### config.mk
export PLATFORM = sky130hd
export DESIGN_NAME = rom_fetch_arbiter_flat
export DESIGN_NICKNAME = d
export VERILOG_FILES = /design/src/rtl/rom_fetch_arbiter_pkg.sv /design/src/rtl/rom_fetch_arbiter_if.sv /design/src/rtl/rom_fetch_arbiter_rr_arb2.sv /design/src/rtl/rom_fetch_arbiter.sv /design/src/flat_wrapper.sv
export SDC_FILE = /design/constraint.sdc
export NUM_CORES = 1
export LEC_CHECK = 0
export BUFFER_PORTS_ARGS = -buffer_cell sky130_fd_sc_hd__clkbuf_2
export CORE_ASPECT_RATIO = 0.6
export CORE_MARGIN = 1
export CORE_UTILIZATION = 43
export CTS_CLUSTER_SIZE = 10
export DETAILED_ROUTE_END_ITERATION = 7
export PLACE_DENSITY = 0.75
export SYNTH_ARGS = -nofsm -noshare
export SYNTH_HDL_FRONTEND = slang
export SYNTH_SLANG_ARGS = --single-unit
### constraint.sdc
create_clock -name clk -period 3.6 [get_ports clk]
set_clock_uncertainty 0.05 [all_clocks]
set_input_delay 0.72 -clock clk [delete_from_list [all_inputs] [get_ports clk]]
set_output_delay 0.72 -clock clk [all_outputs]
set_load 0.01 [all_outputs]
### src/rtl/rom_fetch_arbiter_pkg.sv
// Shared constants and stage-A payload type for rom_fetch_arbiter.
package rom_arb_pkg;

    localparam int unsigned ADDR_W_DEF     = 32;
    localparam int unsigned DATA_W_DEF     = 32;
    localparam int unsigned DEPTH_LOG2_DEF = 8;
    localparam int unsigned ERR_CNT_W      = 8;

    localparam logic PORT_IFETCH = 1'b0;
    localparam logic PORT_LOAD   = 1'b1;

    typedef struct packed {
        logic                  valid;
        logic                  owner;
        logic [ADDR_W_DEF-1:0] addr;
    } stage_a_t;

endpackage

### src/rtl/rom_fetch_arbiter_if.sv
// Requester/ROM bus bundle for rom_fetch_arbiter.
// Error outputs exist only when ROM_FETCH_ARBITER_ADDR_CHECK_EN is defined.
interface rom_fetch_arbiter_if
    import rom_arb_pkg::*;
#(
    parameter int unsigned ADDR_W = ADDR_W_DEF,
    parameter int unsigned DATA_W = DATA_W_DEF
);
    logic              req0_i;
    logic [ADDR_W-1:0] addr0_i;
    logic              gnt0_o;
    logic              rvalid0_o;
    logic [DATA_W-1:0] rdata0_o;

    logic              req1_i;
    logic [ADDR_W-1:0] addr1_i;
    logic              gnt1_o;
    logic              rvalid1_o;
    logic [DATA_W-1:0] rdata1_o;

    logic [ADDR_W-1:0] rom_addr_o;
    logic [DATA_W-1:0] rom_data_i;

`ifdef ROM_FETCH_ARBITER_ADDR_CHECK_EN
    logic                 err0_o;
    logic                 err1_o;
    logic [ERR_CNT_W-1:0] err_cnt_o;

    modport master (
        output req0_i, addr0_i, req1_i, addr1_i, rom_data_i,
        input  gnt0_o, rvalid0_o, rdata0_o, gnt1_o, rvalid1_o, rdata1_o,
        input  rom_addr_o, err0_o, err1_o, err_cnt_o
    );
    modport slave (
        input  req0_i, addr0_i, req1_i, addr1_i, rom_data_i,
        output gnt0_o, rvalid0_o, rdata0_o, gnt1_o, rvalid1_o, rdata1_o,
        output rom_addr_o, err0_o, err1_o, err_cnt_o
    );
`else
    modport master (
        output req0_i, addr0_i, req1_i, addr1_i, rom_data_i,
        input  gnt0_o, rvalid0_o, rdata0_o, gnt1_o, rvalid1_o, rdata1_o,
        input  rom_addr_o
    );
    modport slave (
        input  req0_i, addr0_i, req1_i, addr1_i, rom_data_i,
        output gnt0_o, rvalid0_o, rdata0_o, gnt1_o, rvalid1_o, rdata1_o,
        output rom_addr_o
    );
`endif

endinterface

### src/rtl/rom_fetch_arbiter_rr_arb2.sv
// Two-way round-robin arbiter; the pointer flips only when both ports contend.
module rr_arb2 (
    input  logic       clk,
    input  logic       rst,
    input  logic [1:0] req,
    output logic [1:0] gnt
);
    logic ptr_q;
    logic ptr_d;

    always_comb begin
        gnt   = 2'b00;
        ptr_d = ptr_q;
        unique case (req)
            2'b01: gnt = 2'b01;
            2'b10: gnt = 2'b10;
            2'b11: begin
                gnt   = ptr_q ? 2'b10 : 2'b01;
                ptr_d = ~ptr_q;
            end
            default: gnt = 2'b00;
        endcase
    end

    always_ff @(posedge clk or posedge rst) begin
        if (rst) ptr_q <= 1'b0;
        else     ptr_q <= ptr_d;
    end

endmodule

### src/rtl/rom_fetch_arbiter.sv
// Two-port round-robin front end for a shared combinational ROM, 2-cycle read latency.
// ROM_FETCH_ARBITER_ADDR_CHECK_EN adds misalignment/range error flags and a saturating counter.
module rom_fetch_arbiter
    import rom_arb_pkg::*;
#(
    parameter int unsigned ADDR_W     = ADDR_W_DEF,
    parameter int unsigned DATA_W     = DATA_W_DEF,
    parameter int unsigned DEPTH_LOG2 = DEPTH_LOG2_DEF
) (
    input logic               clk,
    input logic               rst,
    rom_fetch_arbiter_if.slave bus
);
    localparam int unsigned HI_LSB = DEPTH_LOG2 + 2;
    localparam bit          CFG_OK = (HI_LSB <= ADDR_W);

    logic [1:0] req;
    logic [1:0] gnt;

    // Requests are masked during reset so no grant is visible while rst is high.
    assign req = {bus.req1_i, bus.req0_i} & {2{~rst}};

    rr_arb2 u_rr_arb2 (
        .clk (clk),
        .rst (rst),
        .req (req),
        .gnt (gnt)
    );

    assign bus.gnt0_o = gnt[0];
    assign bus.gnt1_o = gnt[1];

    stage_a_t sa_q;
    stage_a_t sa_d;

    always_comb begin
        sa_d       = sa_q;
        sa_d.valid = 1'b0;
        if (gnt[0]) begin
            sa_d.valid = 1'b1;
            sa_d.owner = PORT_IFETCH;
            sa_d.addr  = ADDR_W_DEF'(bus.addr0_i);
        end else if (gnt[1]) begin
            sa_d.valid = 1'b1;
            sa_d.owner = PORT_LOAD;
            sa_d.addr  = ADDR_W_DEF'(bus.addr1_i);
        end
    end

    always_ff @(posedge clk or posedge rst) begin
        if (rst) sa_q <= '0;
        else     sa_q <= sa_d;
    end

    assign bus.rom_addr_o = ADDR_W'(sa_q.addr);

    logic              take0;
    logic              take1;
    logic [DATA_W-1:0] word;

    assign take0 = sa_q.valid && (sa_q.owner == PORT_IFETCH);
    assign take1 = sa_q.valid && (sa_q.owner == PORT_LOAD);

`ifdef ROM_FETCH_ARBITER_ADDR_CHECK_EN
    logic                 addr_bad;
    logic                 err0_q;
    logic                 err1_q;
    logic [ERR_CNT_W-1:0] err_cnt_q;

    assign addr_bad = (sa_q.addr[1:0] != 2'b00) || ((sa_q.addr >> HI_LSB) != '0);
    assign word     = addr_bad ? '0 : bus.rom_data_i;

    always_ff @(posedge clk or posedge rst) begin
        if (rst) begin
            err0_q    <= 1'b0;
            err1_q    <= 1'b0;
            err_cnt_q <= '0;
        end else begin
            err0_q <= take0 && addr_bad;
            err1_q <= take1 && addr_bad;
            if (sa_q.valid && addr_bad && (err_cnt_q != {ERR_CNT_W{1'b1}}))
                err_cnt_q <= err_cnt_q + ERR_CNT_W'(1);
        end
    end

    assign bus.err0_o    = err0_q;
    assign bus.err1_o    = err1_q;
    assign bus.err_cnt_o = err_cnt_q;
`else
    assign word = bus.rom_data_i;
`endif

    logic              rvalid0_q;
    logic              rvalid1_q;
    logic [DATA_W-1:0] rdata0_q;
    logic [DATA_W-1:0] rdata1_q;

    // Stage B: steer the ROM word to the owner; the other port's data holds.
    always_ff @(posedge clk or posedge rst) begin
        if (rst) begin
            rvalid0_q <= 1'b0;
            rvalid1_q <= 1'b0;
            rdata0_q  <= '0;
            rdata1_q  <= '0;
        end else begin
            rvalid0_q <= take0;
            rvalid1_q <= take1;
            if (take0) rdata0_q <= word;
            if (take1) rdata1_q <= word;
        end
    end

    assign bus.rvalid0_o = rvalid0_q;
    assign bus.rvalid1_o = rvalid1_q;
    assign bus.rdata0_o  = rdata0_q;
    assign bus.rdata1_o  = rdata1_q;

    a_one_hot_gnt: assert property (@(posedge clk) disable iff (rst) !(gnt[0] && gnt[1]) && CFG_OK);

endmodule

### src/flat_wrapper.sv
// flat-port wrapper written by rule: the top's interface ports become plain ports
module rom_fetch_arbiter_flat import rom_arb_pkg::*;
#(
    parameter int unsigned ADDR_W     = ADDR_W_DEF,
    parameter int unsigned DATA_W     = DATA_W_DEF,
    parameter int unsigned DEPTH_LOG2 = DEPTH_LOG2_DEF
)
  (clk, rst, bus_req0_i, bus_addr0_i, bus_req1_i, bus_addr1_i, bus_rom_data_i, bus_gnt0_o, bus_rvalid0_o, bus_rdata0_o, bus_gnt1_o, bus_rvalid1_o, bus_rdata1_o, bus_rom_addr_o);
  rom_fetch_arbiter_if #(.ADDR_W(ADDR_W), .DATA_W(DATA_W)) bus_i ();
  input logic clk;
  input logic rst;
  input wire logic [$bits(bus_i.req0_i)-1:0] bus_req0_i;
  input wire logic [$bits(bus_i.addr0_i)-1:0] bus_addr0_i;
  input wire logic [$bits(bus_i.req1_i)-1:0] bus_req1_i;
  input wire logic [$bits(bus_i.addr1_i)-1:0] bus_addr1_i;
  input wire logic [$bits(bus_i.rom_data_i)-1:0] bus_rom_data_i;
  output wire logic [$bits(bus_i.gnt0_o)-1:0] bus_gnt0_o;
  output wire logic [$bits(bus_i.rvalid0_o)-1:0] bus_rvalid0_o;
  output wire logic [$bits(bus_i.rdata0_o)-1:0] bus_rdata0_o;
  output wire logic [$bits(bus_i.gnt1_o)-1:0] bus_gnt1_o;
  output wire logic [$bits(bus_i.rvalid1_o)-1:0] bus_rvalid1_o;
  output wire logic [$bits(bus_i.rdata1_o)-1:0] bus_rdata1_o;
  output wire logic [$bits(bus_i.rom_addr_o)-1:0] bus_rom_addr_o;
  assign bus_i.req0_i = bus_req0_i;
  assign bus_i.addr0_i = bus_addr0_i;
  assign bus_i.req1_i = bus_req1_i;
  assign bus_i.addr1_i = bus_addr1_i;
  assign bus_i.rom_data_i = bus_rom_data_i;
  assign bus_gnt0_o = bus_i.gnt0_o;
  assign bus_rvalid0_o = bus_i.rvalid0_o;
  assign bus_rdata0_o = bus_i.rdata0_o;
  assign bus_gnt1_o = bus_i.gnt1_o;
  assign bus_rvalid1_o = bus_i.rvalid1_o;
  assign bus_rdata1_o = bus_i.rdata1_o;
  assign bus_rom_addr_o = bus_i.rom_addr_o;
  rom_fetch_arbiter #(.ADDR_W(ADDR_W), .DATA_W(DATA_W), .DEPTH_LOG2(DEPTH_LOG2)) u_core (.clk(clk), .rst(rst), .bus(bus_i));
endmodule
; After elaboration in Yosys (flattened, before gate mapping)
; Index checks and enable logic that the tools add are counted.
[totals]
mem_bits_ro = 0
in_bits = 100
word_cells = 22
mem_count = 0
regBits = 101
out_inout_bits = 100
mem_bits_rw = 0
latchBits = 0
[op_classes]
muxes = 4
n_bitwise = 4
reduce_logical = 3
magnitude_cmp = 0
eq_ne = 3
shifts = 0
div_mod_pow = 0
addsub = 0
multipliers = 0
[ops]
columns = cell, count
row1 = $mux W34, 2
row2 = $pmux W2 S3, 1
row3 = $eq A2 B2 Y1 const B, 2
row4 = $not A1 Y1, 3
row5 = $and A2 B2 Y2, 1
row6 = $eq A2 B1 Y1 const B, 1
row7 = $logic_and A1 B1 Y1, 2
row8 = $mux W2, 1
row9 = $reduce_bool A2 Y1, 1

; Logic depth before layout (Yosys ltp)
; Gate-level depths: netlist (run 1).
[logic_depth]
depth_word = 6
mapped_depth = 5
depth_no_buf = 3

; Cells and area by module
; From an unflattened synthesis (run 1), not the netlist that was laid out.
[hier_totals]
hier_cells = 326
area_unflattened_um2 = 4445.5
[by_module_without_submodules]
columns = module, instances, area_each_um2, seq_area_each_um2, cells_each
row1 = rom_fetch_arbiter, 1, 4385.5, 2502.4, 319
row2 = rr_arb2, 1, 60.1, 25.0, 7

; Least setup slack after synthesis (run 1)
; No wires, ideal clock.
[synth_path]
path_type = input to output
from = in rst
to = out bus_gnt0_o
required_time_ns = 2.830
stages = 4
arrival_time_ns = 1.358
n_path_buf = 2
slack_ns = 1.472
path_cell_list = nand2b_1 > buf_6 > clkbuf_1 > nor2_1
[synth_via]
elab_chain_cells = 4
word_cells_on_any_way = 6
cone_classes = eq/ne: 3 / mux: 1 / bitwise: 2
[synth_rtl]
columns = element, line
row1 = "start, declared", flat_wrapper.sv:11  ; input logic rst;
row2 = $not A1 Y1 (*), rom_fetch_arbiter.sv:21  ; assign req = {bus.req1_i, bus.req0_i} & {2{~rst}};
row3 = $and A2 B2 Y2 (*), rom_fetch_arbiter.sv:21
row4 = $eq A2 B2 Y1 / $eq A2 B1 Y1 (equally long branches), rom_fetch_arbiter_rr_arb2.sv:14  ; unique case (req)
row5 = $pmux W2 S3 (*), rom_fetch_arbiter_rr_arb2.sv:14
row6 = "end, declared", flat_wrapper.sv:17  ; output wire logic [$bits(bus_i.gnt0_o)-1:0] bus_gnt0_o;
; Mark *: on every way between the ends. The rest lies on a longest branch, timed or not.

; Worst setup path in the final report (run 1)
; Ends and elaborated chain as after synthesis.

==> results of run 1 <==
-- path summary, 6_finish.rpt --
kind	start	endpoint	slack, ps	cells after the start
max in group asynchronous	rst	u_core.bus.rdata1_o[16]	2290	3
min reg2reg	u_core.bus.rdata0_o[12]	u_core.bus.rdata0_o[12]	440	1
min in group asynchronous	rst	u_core.bus.rom_addr_o[25]	490	2
min	u_core.bus.rdata0_o[12]	u_core.bus.rdata0_o[12]	440	1
max	rst	bus_gnt0_o	1310	4
max reg2reg	u_core.sa_q[32]	u_core.bus.rdata0_o[18]	1780	2
-- logic make-up (layout without fill, tap and decap cells) --
kind of cell    after synthesis  after routing  synth area share
compound gates               67             67            0.0853
xor+xnor                      1              1           0.00194
buf+inv                      64            223            0.0961
flops                       101            101             0.560
mux                          64             64             0.160
simple gates                 71             71            0.0973
-- routing by layer --
metal	up-vias	GRT usage	wire [um]
li1	1584	-	-
met1	1564	0.239	4490
met2	131	0.294	4540
met3	7	0.0581	719
met4	0	0.0539	76
met5	-	0	0
-- area by class of cell --
class	instances	share of cell area
clock buffer	11	0.0448
clock inverter	5	0.0118
inverter	4	0.00311
multi-input combinational	203	0.278
sequential	101	0.448
tap	135	0.0300
timing repair buffer	203	0.184
-- critical path: cells and delay by family --
kind | cells | cell delay [ps]
buf+inv | 2 | 260
simple gates | 2 | 530
-- stage by stage --
stage | cells | hold slack (ps) | total power, mW
CTS | 662 | 440 | 3.63
detailed placement | 646 | 424 | 2.61
global placement | 646 | 417 | 2.56
floorplan | 368 | 416 | 2.24
global route | 662 | 457 | 3.79
finish | 662 | 436 | 3.58
-- layout by cell type (no fill, tap or decap), types with 2 or more instances in the layout --
cell                        count
sky130_fd_sc_hd__clkbuf_2     199
sky130_fd_sc_hd__dfrtp_1      101
sky130_fd_sc_hd__mux2_1        64
sky130_fd_sc_hd__nor2_1        33
sky130_fd_sc_hd__or3b_1        32
sky130_fd_sc_hd__a31oi_1       32
sky130_fd_sc_hd__o21ai_0       31
sky130_fd_sc_hd__clkbuf_16      9
sky130_fd_sc_hd__buf_4          3
sky130_fd_sc_hd__nand2_1        2
sky130_fd_sc_hd__inv_1          2
sky130_fd_sc_hd__clkbuf_8       2
-- state kept, by name (all words and copies together) (netlist names) --
register / cells
u_core.bus.rdata0_o: 32
u_core.bus.rvalid1_o: 1
u_core.sa_q: 2
u_core.bus.rdata1_o: 32
u_core.u_rr_arb2.ptr_q: 1
u_core.bus.rom_addr_o: 32
u_core.bus.rvalid0_o: 1
-- power by group --
part           switching (mW)  total [mW]  internal (mW)
clock network           0.421        1.01          0.586
logic                   0.516       0.959          0.443
registers               0.169        1.61           1.44
total                    1.11        3.58           2.47
==> summary by stage, run 1 <==
Run status
The flow ran to the end, and the final reports show no timing, DRC or antenna violations.

Flow run
The number of maximum-capacitance violations is 0.

Setup path
The signal on the critical path passes through clkbuf_2 -> nand2b_2 -> nor2_1 -> clkbuf_2. The most used cell along the critical path is sky130_fd_sc_hd__clkbuf_2. The worst endpoint data arrival time is ~1500 ps. The critical-path cell with the highest stage delay is sky130_fd_sc_hd__nand2b_2. In this design, the stage delay of the slowest critical-path cell is 360 ps. The endpoint type of the worst setup path is an output pin. In this run the worst path has a maximum fanout of 25. The critical path class is input port to output pin. The required time of the worst setup path is 2830 ps. The worst setup path is launched from an input port.

Cells and area
Across the whole layout, storage elements account for 2530 sq um. The number of nets in the final layout is around 620. Summing all multi-input logic gate instances after layout gives approximately 1600 sq um. The layout has 867 filler cells. The utilization after layout is 0.562.

The cell area after layout is roughly 5600 sq um. 0 antenna diodes ended up in the layout. In the final layout, the share of cells above drive strength 1 is 0.427. The area growth from synthesis to final layout is 24.8%.

STA
Setup repair after global routing left no endpoint under its margin. Subtracting the final worst setup slack from the clock period gives 2290 ps. Setup violations remaining at the end of the flow were counted as 0. Dividing the final minimum period by the clock period gives 0.636. The slew at the pin with the worst max-slew slack is 1040 ps. The number of slew-limit violations in the final report is 0.

The smallest setup slack after layout is 1310 ps. In this run the tightest slew margin relative to its limit is 0.305. The final number of hold-violating endpoints was 0. The final setup TNS is 0 ps. The achievable frequency is 437 MHz.

Logic synthesis
The number of warning messages in the yosys log is 0. The async set-or-reset flop fraction in the synthesized netlist is 1.00. The biggest area contributor in the post-synthesis netlist is sky130_fd_sc_hd__dfrtp_1.

The mean post-synth cell area is 12.3 sq um. After synthesis the cells add up to 4520 sq um. The number of different library cells used by synthesis comes to 21. The share of synthesized area in the top cell type comes to 0.560. In this run, synthesis produced a sequential element count of 101. The prevailing post-synth register cell is sky130_fd_sc_hd__dfrtp_1.

After technology mapping, the gate count stands at 368. By instance count, the leading cell after synthesis is sky130_fd_sc_hd__dfrtp_1. Ranked by total cell area, the synthesized netlist is headed by sky130_fd_sc_hd__dfrtp_1 (56%), sky130_fd_sc_hd__mux2_1 (16%), sky130_fd_sc_hd__or3b_1 (6.2%), sky130_fd_sc_hd__buf_4 (5.3%), sky130_fd_sc_hd__a31oi_1 (4.4%). The share of the Yosys chip area taken by registers is 0.560. Synthesis produced a netlist with a net count of 468. Ranked by instance count, the synthesized netlist is headed by sky130_fd_sc_hd__dfrtp_1 (101), sky130_fd_sc_hd__mux2_1 (64), sky130_fd_sc_hd__nor2_1 (33).

The synthesized design contains 0 enable-type register cells.

CTS
After clock tree synthesis, the clock-pin slew on the worst setup and hold paths is 70 ps. The clock root buffer master is sky130_fd_sc_hd__clkbuf_16. The total of hold buffers inserted after clock tree synthesis is 0. Once the clock tree was built, the setup fixing pass inserted 0 buffers.

The total number of clock tree sinks is just over 100. The clock tree from TritonCTS is yes. The longest clock path from root to sink contains 2 buffers. The H-tree was split into 3 levels. The number of clock buffers inserted by TritonCTS is 9. The clock latency on the worst-skew pair is 330 ps. The post-cts sizing count is 0.

Routing
The count of nets left with antenna violations once routing finished came out at 0. The total number of vias is roughly 3300. In the routed layout, each cell is associated on average with a via count of 4.96. The average detailed-routed wire length per instance is 14.8 um. After detailed routing, the total wire length is ~9.8 mm. The violation count after the first detailed-route iteration is 67. After detailed routing, the number of remaining DRC violations is 0. The first detailed-routing pass ran for 4 iterations.

Floorplan
The vertical extent of the die is 81.4 um. In this run the horizontal extent of the chip is 134 um. The floorplan step defined a die boundary enclosing 10900 sq um. The starting utilization of the core area is 0.451. The total area inside the core boundary comes to 10000 sq um. In this run the core area contains 28 standard-cell rows. The top-level I/O count is 200.

Power
The power density over cell area is 635 nW/um^2. The largest voltage drop on the vdd net is 0.306 mV. The reported leakage power is 2.69 nW.

Global routing
The number of antenna violations at the first check in global routing came to 0. For this run, the total global-route usage over all layers was measured as 0.183. The number of global-route vias before repair is 3143. The sum of overflow across all layers after global routing is 0.

The first global-routing pass estimated about 15 mm of wire. The pin count of the biggest net entering global routing is 66.

Placed design
Summing all placed instances gives a cell area of between 5000 and 6000 sq um. The setup slack after placement is about 1300 ps. The number of buffer cells added on primary ports is 199. The half-perimeter wire length of the detailed placement result is about 7.3 mm.

The global placement routability congestion is 0.789.

Hold path
The tightest min-delay check is of the register to register type.
No activity file was read; power rests on OpenSTA's default activity.
==> run 2, diff against run 1 <==
--- a/config.mk
+++ b/config.mk
@@ -5,13 +5,14 @@
 export SDC_FILE = /design/constraint.sdc
 export NUM_CORES = 1
 export LEC_CHECK = 0
+export ABC_AREA = 1
 export BUFFER_PORTS_ARGS = -buffer_cell sky130_fd_sc_hd__clkbuf_2
 export CORE_ASPECT_RATIO = 0.6
 export CORE_MARGIN = 1
-export CORE_UTILIZATION = 43
+export CORE_UTILIZATION = 47
 export CTS_CLUSTER_SIZE = 10
 export DETAILED_ROUTE_END_ITERATION = 7
-export PLACE_DENSITY = 0.75
+export PLACE_DENSITY = 0.78
 export SYNTH_ARGS = -nofsm -noshare
 export SYNTH_HDL_FRONTEND = slang
 export SYNTH_SLANG_ARGS = --single-unit
==> constraint.sdc (replaced) <==
create_clock -name clk -period 2.3 [get_ports clk]
set_clock_uncertainty 0.05 [all_clocks]
set_input_delay 0.46 -clock clk [delete_from_list [all_inputs] [get_ports clk]]
set_output_delay 0.46 -clock clk [all_outputs]
set_load 0.01 [all_outputs]
==> run 2 against run 1 <==
Against the previous run: sequential power grew 49%; cell count grew 13%; worst setup slack lost 680 ps; die area shrank 11%; critical endpoint is now bus_gnt1_o; largest power group unchanged; highest routed layer unchanged.
==> summary by stage, run 2 <==
Power
The share of total power dissipated in the clock network is 0.279. The proportion of power drawn by flip-flops and latches is 0.468. The share of total power dissipated in combinational logic is 0.252.

For this design the ratio of total power to cell area is about 940 nW/um^2. The switching share of total power is 0.327. The total internal power is 3.45 mW. The reported leakage power is 3.04 nW. For this design the total switching power over the nets is 1.68 mW.

VDD sags by at most 0.435 mV.

Global routing
The number of global-route vias before repair came to 3720. The overall routing resource usage is 0.232. The pin count of the biggest net entering global routing is 100. The first global-routing pass estimated between 15 and 20 mm of wire. Summed over all layers, the global routing overflow is 0.

The number of antenna violations at the first check in global routing is 0.

Run status
The flow ran to the end, and the final reports show no timing, DRC or antenna violations.

CTS
The clock tree synthesis step divided the H-tree into 3 levels. Clock-pin slew was measured on the worst setup and hold paths at 70 ps. The maximum count of clock buffers along a single path is 2.

The number of buffers inserted by post-CTS setup repair is 0. The post-cts sizing count is 0. TritonCTS built the clock tree. The root buffer cell chosen for the clock tree is sky130_fd_sc_hd__clkbuf_16. The total number of clock tree sinks is 101. At the later pin of the worst-skew pair, clock insertion delay measures 330 ps. The total of hold buffers inserted after clock tree synthesis is 0. The number of clock buffers inserted by TritonCTS is 9.

Setup path
The required time of the worst setup path is roughly 1800 ps. The critical path startpoint category is a register. For the worst setup path, the data arrival time is roughly 1200 ps. The maximum net fanout on the critical path is 4. The critical path class is register to output pin. The worst setup path is captured at an output pin. The slack of the worst reg-to-reg path is 900 ps.

STA
The slew at the pin with the worst max-slew slack is 716 ps. The final number of hold-violating endpoints came to 0. Setup violations remaining at the end of the flow were counted as 0. The worst max-slew margin expressed relative to the limit is 0.521. The final setup TNS is 0 ps. Based on the critical path, the design can be clocked at up to 600 MHz. Setup repair after global routing left no endpoint under its margin. Of the available clock period, the critical path in the final layout requires 0.724.

The final period demand of the worst path is 1670 ps. The number of slew-limit violations in the final report was 0.

Cells and area
The number of filler cells placed in the layout is between 700 and 800. At the end of the flow the core is filled with cells to 0.623. The share of layout cells above drive strength 1 is 0.361. The number of nets in the final layout is 729. The area growth from synthesis to layout is 24.4%. The commonest non-fill, non-tap cell in the layout is sky130_fd_sc_hd__clkbuf_2. The number of antenna diodes in the final layout is 0. The top cell types in the final layout, fill and taps aside, are sky130_fd_sc_hd__clkbuf_2 (199), sky130_fd_sc_hd__nand3_1 (129), sky130_fd_sc_hd__dfrtp_1 (101).

Logic synthesis
In the synthesized netlist the async set-or-reset flop fraction comes to 1.00. The flip-flop and latch count after synthesis is 101. Yosys printed 0 warnings.

The largest area contributor in the synthesized netlist is sky130_fd_sc_hd__dfrtp_1. The prevailing post-synth register cell is sky130_fd_sc_hd__dfrtp_1. The fraction of the yosys area taken by sequential cells is 0.575. The share of synthesized area in the top cell type comes to 0.575. The net count after synthesis is 576.

Summing every instance area after synthesis gives approximately 4400 sq um. The cell count after synthesis came out at 476. In the post-synthesis netlist, the cell with the most instances is sky130_fd_sc_hd__nand3_1. By area the synthesized netlist is led by sky130_fd_sc_hd__dfrtp_1 (57%), sky130_fd_sc_hd__nand3_1 (15%), sky130_fd_sc_hd__o21ai_0 (7.5%), sky130_fd_sc_hd__buf_4 (6.3%), sky130_fd_sc_hd__nand2_1 (6.1%). Counting flops with a built-in enable in the synthesized netlist gives 0. By count the netlist is led by sky130_fd_sc_hd__nand3_1 (129), sky130_fd_sc_hd__dfrtp_1 (101), sky130_fd_sc_hd__nand2_1 (71), sky130_fd_sc_hd__o21ai_0 (66), sky130_fd_sc_hd__inv_1 (38). The number of unique standard cell types used by synthesis is 14. The mean post-synth cell area is 9.24 sq um.

Placed design
Routability-driven placement finished with a final weighted congestion of 0.784. Summed over all nets, the half-perimeter wirelength after detailed placement is 7.69 mm. Input and output buffers added on the ports amount to about 200.

Floorplan
The top-level I/O count is 200. After floorplanning, the core was divided into 26 placement rows. The starting utilization of the core area is 0.501.

The total core area is 8780 sq um. The die boundary width is 127 um. The die covers 9760 sq um.

The vertical extent of the die is approximately 77 um.

Routing
After the first detailed-routing iteration, the DRC count stood at 221. The routed layout has 3901 vias. Dividing the detail-routed via count by the number of cells gives 5.23. The average detailed-routed wire length per instance is roughly 15 um.

The first detailed-routing pass took 5 iterations. The count of nets left with antenna violations once routing finished came out at 0. For this run, design rule violations remaining after detail routing come to 0.

The routed wire length is 10.9 mm.

Hold path
The worst hold path belongs to the class input port to async pin.

Flow run
The number of maximum-capacitance violations is 0.
==> run 2: metrics by stage <==
stage	total power, mW	hold slack, ps	setup WS (ps)	cells	cell area [sq um]
after floorplan	3.20	446	53.4	476	4400
after global placement	3.68	366	706	730	5190
after detailed placement	3.73	381	663	730	5190
after CTS	5.18	23.1	614	746	5470
after global routing	5.43	26.4	548	746	5470
final	5.12	32.7	634	746	5470
==> run 2: layer usage <==
metal  share of wire  GRT usage
met1            0.44      0.321
met2            0.46      0.355
met3           0.083     0.0726
met4          0.0094     0.0560
met5               0          0
==> run 2: area by class of cell <==
class | count | area [sq um] | share of cell area
Sequential cell | 101 | 2530 | 0.462
Multi-Input combinational cell | 271 | 1300 | 0.237
Timing Repair Buffer | 206 | 1070 | 0.196
Clock buffer | 10 | 229 | 0.0418
Inverter | 40 | 153 | 0.0279
Tap cell | 112 | 140 | 0.0256
Clock inverter | 6 | 51.3 | 0.00938
==> run 2: critical path, stage by stage (launching register included) <==
cell                       delay (ps)
sky130_fd_sc_hd__dfrtp_1          410
sky130_fd_sc_hd__inv_1             80
sky130_fd_sc_hd__nand2_1           70
sky130_fd_sc_hd__nand2_1          100
sky130_fd_sc_hd__inv_1             40
sky130_fd_sc_hd__clkbuf_2         130
==> run 2: path summary, 6_finish.rpt <==
path,from,end,cells past startpoint
max in group asynchronous,rst,u_core.bus.rom_addr_o[7],3
max,u_core.u_rr_arb2.ptr_q,bus_gnt1_o,5
min reg2reg,u_core.bus.rdata0_o[28],u_core.bus.rdata0_o[28],2
max reg2reg,u_core.u_rr_arb2.ptr_q,u_core.bus.rom_addr_o[14],4
min,rst,u_core.bus.rom_addr_o[28],2
min in group clk,bus_addr0_i[9],u_core.bus.rom_addr_o[9],3
==> run 2: cell families (layout without fill, tap and decap cells) <==
group / count (synthesis) / in the layout / synth area share
flops: 101 / 101 / 0.575
buf+inv: 104 / 262 / 0.131
compound gates: 67 / 67 / 0.0763
simple gates: 204 / 204 / 0.218
==> run 2: power groups by stage <==
stage,combinational [mW],sequential (mW),clock (mW)
2_1_floorplan,0.666,2.53,0
3_3_place_gp,1.27,2.40,0
3_5_place_dp,1.31,2.42,0
4_1_cts,1.31,2.40,1.47
5_1_grt,1.44,2.45,1.55
6_report,1.29,2.40,1.43
